<file path="config.mk">
export PLATFORM = sky130hd
export DESIGN_NAME = alu_entry_sequencer
export DESIGN_NICKNAME = d
export VERILOG_FILES = /design/src/rtl/alu_entry_sequencer.sv
export SDC_FILE = /design/constraint.sdc
export NUM_CORES = 1
export LEC_CHECK = 0
export CELL_PAD_IN_SITES_DETAIL_PLACEMENT = 0
export CELL_PAD_IN_SITES_GLOBAL_PLACEMENT = 2
export CORE_MARGIN = 2
export CORE_UTILIZATION = 32
export DETAILED_ROUTE_END_ITERATION = 6
export MAX_ROUTING_LAYER = met4
export PLACE_DENSITY_LB_ADDON = 0.1
export SYNTH_ARGS = -nofsm -noshare
export SYNTH_HDL_FRONTEND = slang
export SYNTH_SLANG_ARGS = --single-unit
</file>
<file path="constraint.sdc">
create_clock -name clk -period 2.05 [get_ports clk]
set_input_delay 0.3075 -clock clk [delete_from_list [all_inputs] [get_ports clk]]
set_output_delay 0.3075 -clock clk [all_outputs]
set_load 0.01 [all_outputs]
</file>
<file path="src/rtl/alu_entry_sequencer.sv">
// alu_entry_sequencer: button-stepped operand entry for the mini ALU.
// In: clk, rst_n, sw_value/sw_op, btn_next_n/btn_clear_n, alu_result.
// Out: alu_a/b/op, disp_value/blank, result_valid, state_leds.
module alu_entry_sequencer #(
  parameter int DEBOUNCE_CYCLES = 500000,
  parameter int BLINK_CYCLES    = 25000000
) (
  input  logic        clk,
  input  logic        rst_n,
  input  logic [3:0]  sw_value,
  input  logic        sw_op,
  input  logic        btn_next_n,
  input  logic        btn_clear_n,
  input  logic [19:0] alu_result,
  output logic [3:0]  alu_a,
  output logic [3:0]  alu_b,
  output logic        alu_op,
  output logic [19:0] disp_value,
  output logic        disp_blank,
  output logic        result_valid,
  output logic [3:0]  state_leds
);

  typedef enum logic [3:0] {
    ENTER_A = 4'b0001,
    ENTER_B = 4'b0010,
    COMPUTE = 4'b0100,
    SHOW    = 4'b1000
  } state_t;

  localparam int DW = $clog2(DEBOUNCE_CYCLES + 1);
  localparam int BW = $clog2(BLINK_CYCLES + 1);
  localparam logic [DW-1:0] DEB_MAX = DW'(DEBOUNCE_CYCLES - 1);
  localparam logic [BW-1:0] BLK_MAX = BW'(BLINK_CYCLES - 1);

  // bit 0 = next, bit 1 = clear
  logic [1:0]    raw;
  logic [1:0]    sync1_q, sync2_q;
  logic [1:0]    db_q, db_d, dbp_q;
  logic [1:0]    press_q, press_d;
  logic [DW-1:0] dcnt_q [2];
  logic [DW-1:0] dcnt_d [2];
  logic          next_p, clr_p;

  assign raw    = {btn_clear_n, btn_next_n};
  assign next_p = press_q[0];
  assign clr_p  = press_q[1];

  always_comb begin
    for (int i = 0; i < 2; i++) begin
      dcnt_d[i] = '0;
      db_d[i]   = db_q[i];
      if (sync2_q[i] != db_q[i]) begin
        if (dcnt_q[i] == DEB_MAX) db_d[i] = sync2_q[i];
        else dcnt_d[i] = dcnt_q[i] + 1'b1;
      end
    end
    // falling edge of the debounced level, one cycle late
    press_d = dbp_q & ~db_q;
  end

  always_ff @(posedge clk or negedge rst_n) begin
    if (!rst_n) begin
      sync1_q <= '1;
      sync2_q <= '1;
      db_q    <= '1;
      dbp_q   <= '1;
      press_q <= '0;
      for (int i = 0; i < 2; i++) dcnt_q[i] <= '0;
    end else begin
      sync1_q <= raw;
      sync2_q <= sync1_q;
      db_q    <= db_d;
      dbp_q   <= db_q;
      press_q <= press_d;
      for (int i = 0; i < 2; i++) dcnt_q[i] <= dcnt_d[i];
    end
  end

  state_t        state_q, state_d;
  logic [3:0]    a_q, a_d, b_q, b_d;
  logic          op_q, op_d;
  logic [19:0]   res_q, res_d;
  logic [19:0]   hold_q, hold_d;
  logic [BW-1:0] bcnt_q, bcnt_d;
  logic          phase_q, phase_d;
  logic          in_entry;
  logic          entering;

  assign in_entry = (state_q == ENTER_A) ||
                    (state_q == ENTER_B);

  always_comb begin
    state_d = state_q;
    a_d     = a_q;
    b_d     = b_q;
    op_d    = op_q;
    res_d   = res_q;
    bcnt_d  = '0;
    phase_d = 1'b0;
    if (clr_p) begin
      state_d = ENTER_A;
      a_d     = '0;
      b_d     = '0;
      op_d    = 1'b0;
      res_d   = '0;
    end else begin
      unique case (state_q)
        ENTER_A: if (next_p) begin
          a_d     = sw_value;
          state_d = ENTER_B;
        end
        ENTER_B: if (next_p) begin
          b_d     = sw_value;
          op_d    = sw_op;
          state_d = COMPUTE;
        end
        COMPUTE: begin
          res_d   = alu_result;
          state_d = SHOW;
        end
        SHOW: if (next_p) state_d = ENTER_A;
        default: state_d = ENTER_A;
      endcase
    end

    // a clear counts as a fresh entry so the display is visible at once
    entering = (state_d != state_q) || clr_p;
    if (in_entry && !entering) begin
      if (bcnt_q == BLK_MAX) begin
        bcnt_d  = '0;
        phase_d = ~phase_q;
      end else begin
        bcnt_d  = bcnt_q + 1'b1;
        phase_d = phase_q;
      end
    end

    // COMPUTE shows whatever was on the display the cycle before
    if (in_entry) disp_value = {16'b0, sw_value};
    else if (state_q == SHOW) disp_value = res_q;
    else disp_value = hold_q;
    hold_d = disp_value;
  end

  always_ff @(posedge clk or negedge rst_n) begin
    if (!rst_n) begin
      state_q <= ENTER_A;
      a_q     <= '0;
      b_q     <= '0;
      op_q    <= 1'b0;
      res_q   <= '0;
      hold_q  <= '0;
      bcnt_q  <= '0;
      phase_q <= 1'b0;
    end else begin
      state_q <= state_d;
      a_q     <= a_d;
      b_q     <= b_d;
      op_q    <= op_d;
      res_q   <= res_d;
      hold_q  <= hold_d;
      bcnt_q  <= bcnt_d;
      phase_q <= phase_d;
    end
  end

  assign alu_a        = a_q;
  assign alu_b        = b_q;
  assign alu_op       = op_q;
  assign disp_blank   = in_entry & phase_q;
  assign result_valid = (state_q == SHOW);
  assign state_leds   = state_q;

endmodule

</file>
==> impl_metrics.env <==
export IMPL_failed_checks="setup timing"
export IMPL_design_core_area_sq_mm=0.0178
export IMPL_total_power_uw=5930
export IMPL_antenna_found_initial=0
export IMPL_status="finished with violations"
export IMPL_place_detailed_hpwl_um=9890
export IMPL_start_kind="flip-flop"
export IMPL_cts_tree="built"
export IMPL_max_freq_mhz=454
export IMPL_yosys_warnings=0
export IMPL_cts_sinks=127
export IMPL_criticalPathCategory="reg2out"
export IMPL_clockBufferDepth=2
export IMPL_ys_seq_area_share_pct=55.1
export IMPL_viasPerCell=5.00
export IMPL_hold_viol=0
export IMPL_synth_edf_count=0
export IMPL_synth_seq_cells=127
export IMPL_area_growth_pct=35.3
export IMPL_post_route_period_util_pct=107
export IMPL_detail_route_antenna_nets=0
export IMPL_diodes=0
export IMPL_worstSetupEndpointType="output pin"
export IMPL_rsz0062_at_grt="yes"
export IMPL_setup_viol=20
export IMPL_syn_cell_area_sq_mm=0.00578
export IMPL_syn_nets=624
export IMPL_fin_skew_ns=0.0112
export IMPL_rows=49
export IMPL_hp_class="in2async"
export IMPL_placed_area_sq_mm=0.00698
export IMPL_routedWlPerCell_um=15.6
export IMPL_async_flop_share_pct=100
export IMPL_p_leak_uw=0.00329
export IMPL_fin_crit_ns=2.20
export IMPL_crit_fanout=8
export IMPL_fin_nets=740
export IMPL_grt_pass1_vias=4999
export IMPL_p_per_area_mw_per_mm2=758
export IMPL_via_count=4746
export IMPL_die_w_um=138
export IMPL_grtUsageTotal_pct=16.9
export IMPL_numCtsBuffers=17
export IMPL_cp_arrival_ns=1.90
export IMPL_worst_pin_slew_ns=0.846
export IMPL_avgSynthCellArea_sq_um=9.77
export IMPL_multiInputGateArea_sq_mm=0.00254
export IMPL_path_clk_slew_ns=0.06
export IMPL_clock_latency_ns=0.42
export IMPL_drc=0
export IMPL_drive_above_1_share_pct=23.4
export IMPL_maxSlewHeadroom_pct=43.6
export IMPL_grt_overflow=0
export IMPL_port_buffers=63
export IMPL_die_h_um=138
export IMPL_grt_pass1_wl_um=25300
export IMPL_layout_commonest_cell="dfrtp_1"
export IMPL_mostFrequentLayoutCells="dfrtp_1 (118), nand2_1 (102), buf_4 (51)"
export IMPL_slew_viol_final=0
export IMPL_io_pins=64
export IMPL_drtPass1Iterations=5
export IMPL_fillers=1733
export IMPL_gp_congestion=0.796
export IMPL_grt_max_degree=47
export IMPL_regToRegSetupSlack_ns=0.08
export IMPL_drtIter0Drc=177
export IMPL_wl_um=14800
export IMPL_cts_max_level=4
export IMPL_ys_types=45
export IMPL_critPathRequiredTime_ns=1.74
export IMPL_syn_inst=592
export IMPL_cts_root_buf="clkbuf_16"
export IMPL_ir_drop_v=0.000622
export IMPL_fin_ws_ns=-0.153
export IMPL_initial_core_util_pct=32.4
export IMPL_design_area_sq_mm=0.00783
export IMPL_die_area_sq_mm=0.0192
export IMPL_register_area_sq_mm=0.00319
export IMPL_synthFlopType="dfrtp_1"
export IMPL_maxCapViolCount=0
[logic make-up (layout without fill, tap and decap cells)]
logic type | count (synthesis) | after routing | share of synthesized area [%]
fa+ha+maj | 3 | 3 | 0.649
xor+xnor | 40 | 40 | 6.06
compound gates | 97 | 97 | 9.99
mux | 7 | 7 | 1.28
buf+inv | 41 | 170 | 2.99
flops | 127 | 127 | 55.1
simple gates | 277 | 277 | 23.9
[sequential cells by signal (all words and copies together) (netlist names), 4 cells and up]
register	flops
dcnt_q	38
bcnt_q	25
hold_q	20
res_q	20
alu_a	4
alu_b	4
state_leds	4
[layout make-up]
class / count / area share [%]
timing repair inverter: 1 / 0.144
timing repair buffer: 127 / 14.4
multi-input combinational: 424 / 32.4
tap: 229 / 3.66
inverter: 10 / 0.575
clock inverter: 14 / 2.41
sequential: 127 / 40.7
clock buffer: 18 / 5.61
[report_power, final]
| part | internal, uW | switching [uW] | leakage [uW] |
|---|---|---|---|
| sequential | 2530 | 15.4 | 0.00159 |
| clock | 2060 | 1140 | 0.000302 |
| combinational | 86.9 | 99.7 | 0.00139 |
[critical path, stage by stage, from the launching register on]
cell	delay, ns
dfstp_2	0.58
nor2_2	0.05
nand3b_1	0.13
buf_6	0.13
buf_8	0.12
buf_4	0.11
nand2_1	0.06
a21oi_2	0.16
buf_2	0.15
[stage by stage]
step	std cells	setup WS (ns)	setup TNS (ns)	utilization [%]	hold slack [ns]
after floorplan	592	0.0563	0	-	0.0119
after global placement	896	-0.0905	-1.15	39.1	0.168
after detailed placement	896	-0.127	-1.49	39.1	0.171
after CTS	941	-0.198	-1.97	43.2	0.262
after global routing	950	-0.256	-4.31	43.9	0.280
final	950	-0.153	-1.95	43.9	0.276
[cell usage after synthesis, drive strengths merged (12+ instances only)]
| library cell | number | area share, % |
|---|---|---|
| xor2 | 18 | 2.7 |
| o21ai | 18 | 1.8 |
| clkbuf | 21 | 1.4 |
| nor2 | 40 | 2.6 |
| or3 | 14 | 1.5 |
| nand2 | 106 | 6.9 |
| a21oi | 50 | 4.3 |
| xnor2 | 22 | 3.3 |
| nand3 | 26 | 2.2 |
| nor3 | 18 | 1.6 |
| dfrtp | 118 | 51 |
| nand4 | 22 | 2.4 |
| a211oi | 12 | 1.6 |
[repair_timing]
action                                 4_1_cts  5_1_grt
cloned                                       1        1
setup endpoints to repair                   22       22
pin swaps                                    6        1
hold buffers                                 1        0
gates resized for setup                    121       14
setup buffers                               12        8
endpoints found under the hold margin       10        0
[worst paths after layout]
path | cells after the start | start | endpoint
setup / recovery | 8 | state_leds[0]$_DFF_PN1_ | disp_value[18]
hold / removal | 2 | rst_n | bcnt_q[20]$_DFF_PN0_
setup reg to reg | 4 | dcnt_q[33]$_DFF_PN0_ | db_q[0]$_DFFE_PN1P_
hold reg to reg | 0 | sync1_q[1]$_DFF_PN1_ | sync2_q[1]$_DFF_PN1_
max in group asynchronous | 3 | rst_n | bcnt_q[2]$_DFF_PN0_
min in group clk | 1 | btn_next_n | sync1_q[0]$_DFF_PN1_
[metal layers]
| metal | track usage (%) | part of all wire [%] | vias up |
|---|---|---|---|
| met3 | 4.19 | 3.2 | 11 |
| li1 | - | - | 2318 |
| met1 | 21.4 | 48 | 2349 |
| met5 | - | 0 | - |
| met2 | 27.1 | 48 | 68 |
| met4 | 4.62 | 0.86 | 0 |
(Power assumes the default switching activity.)
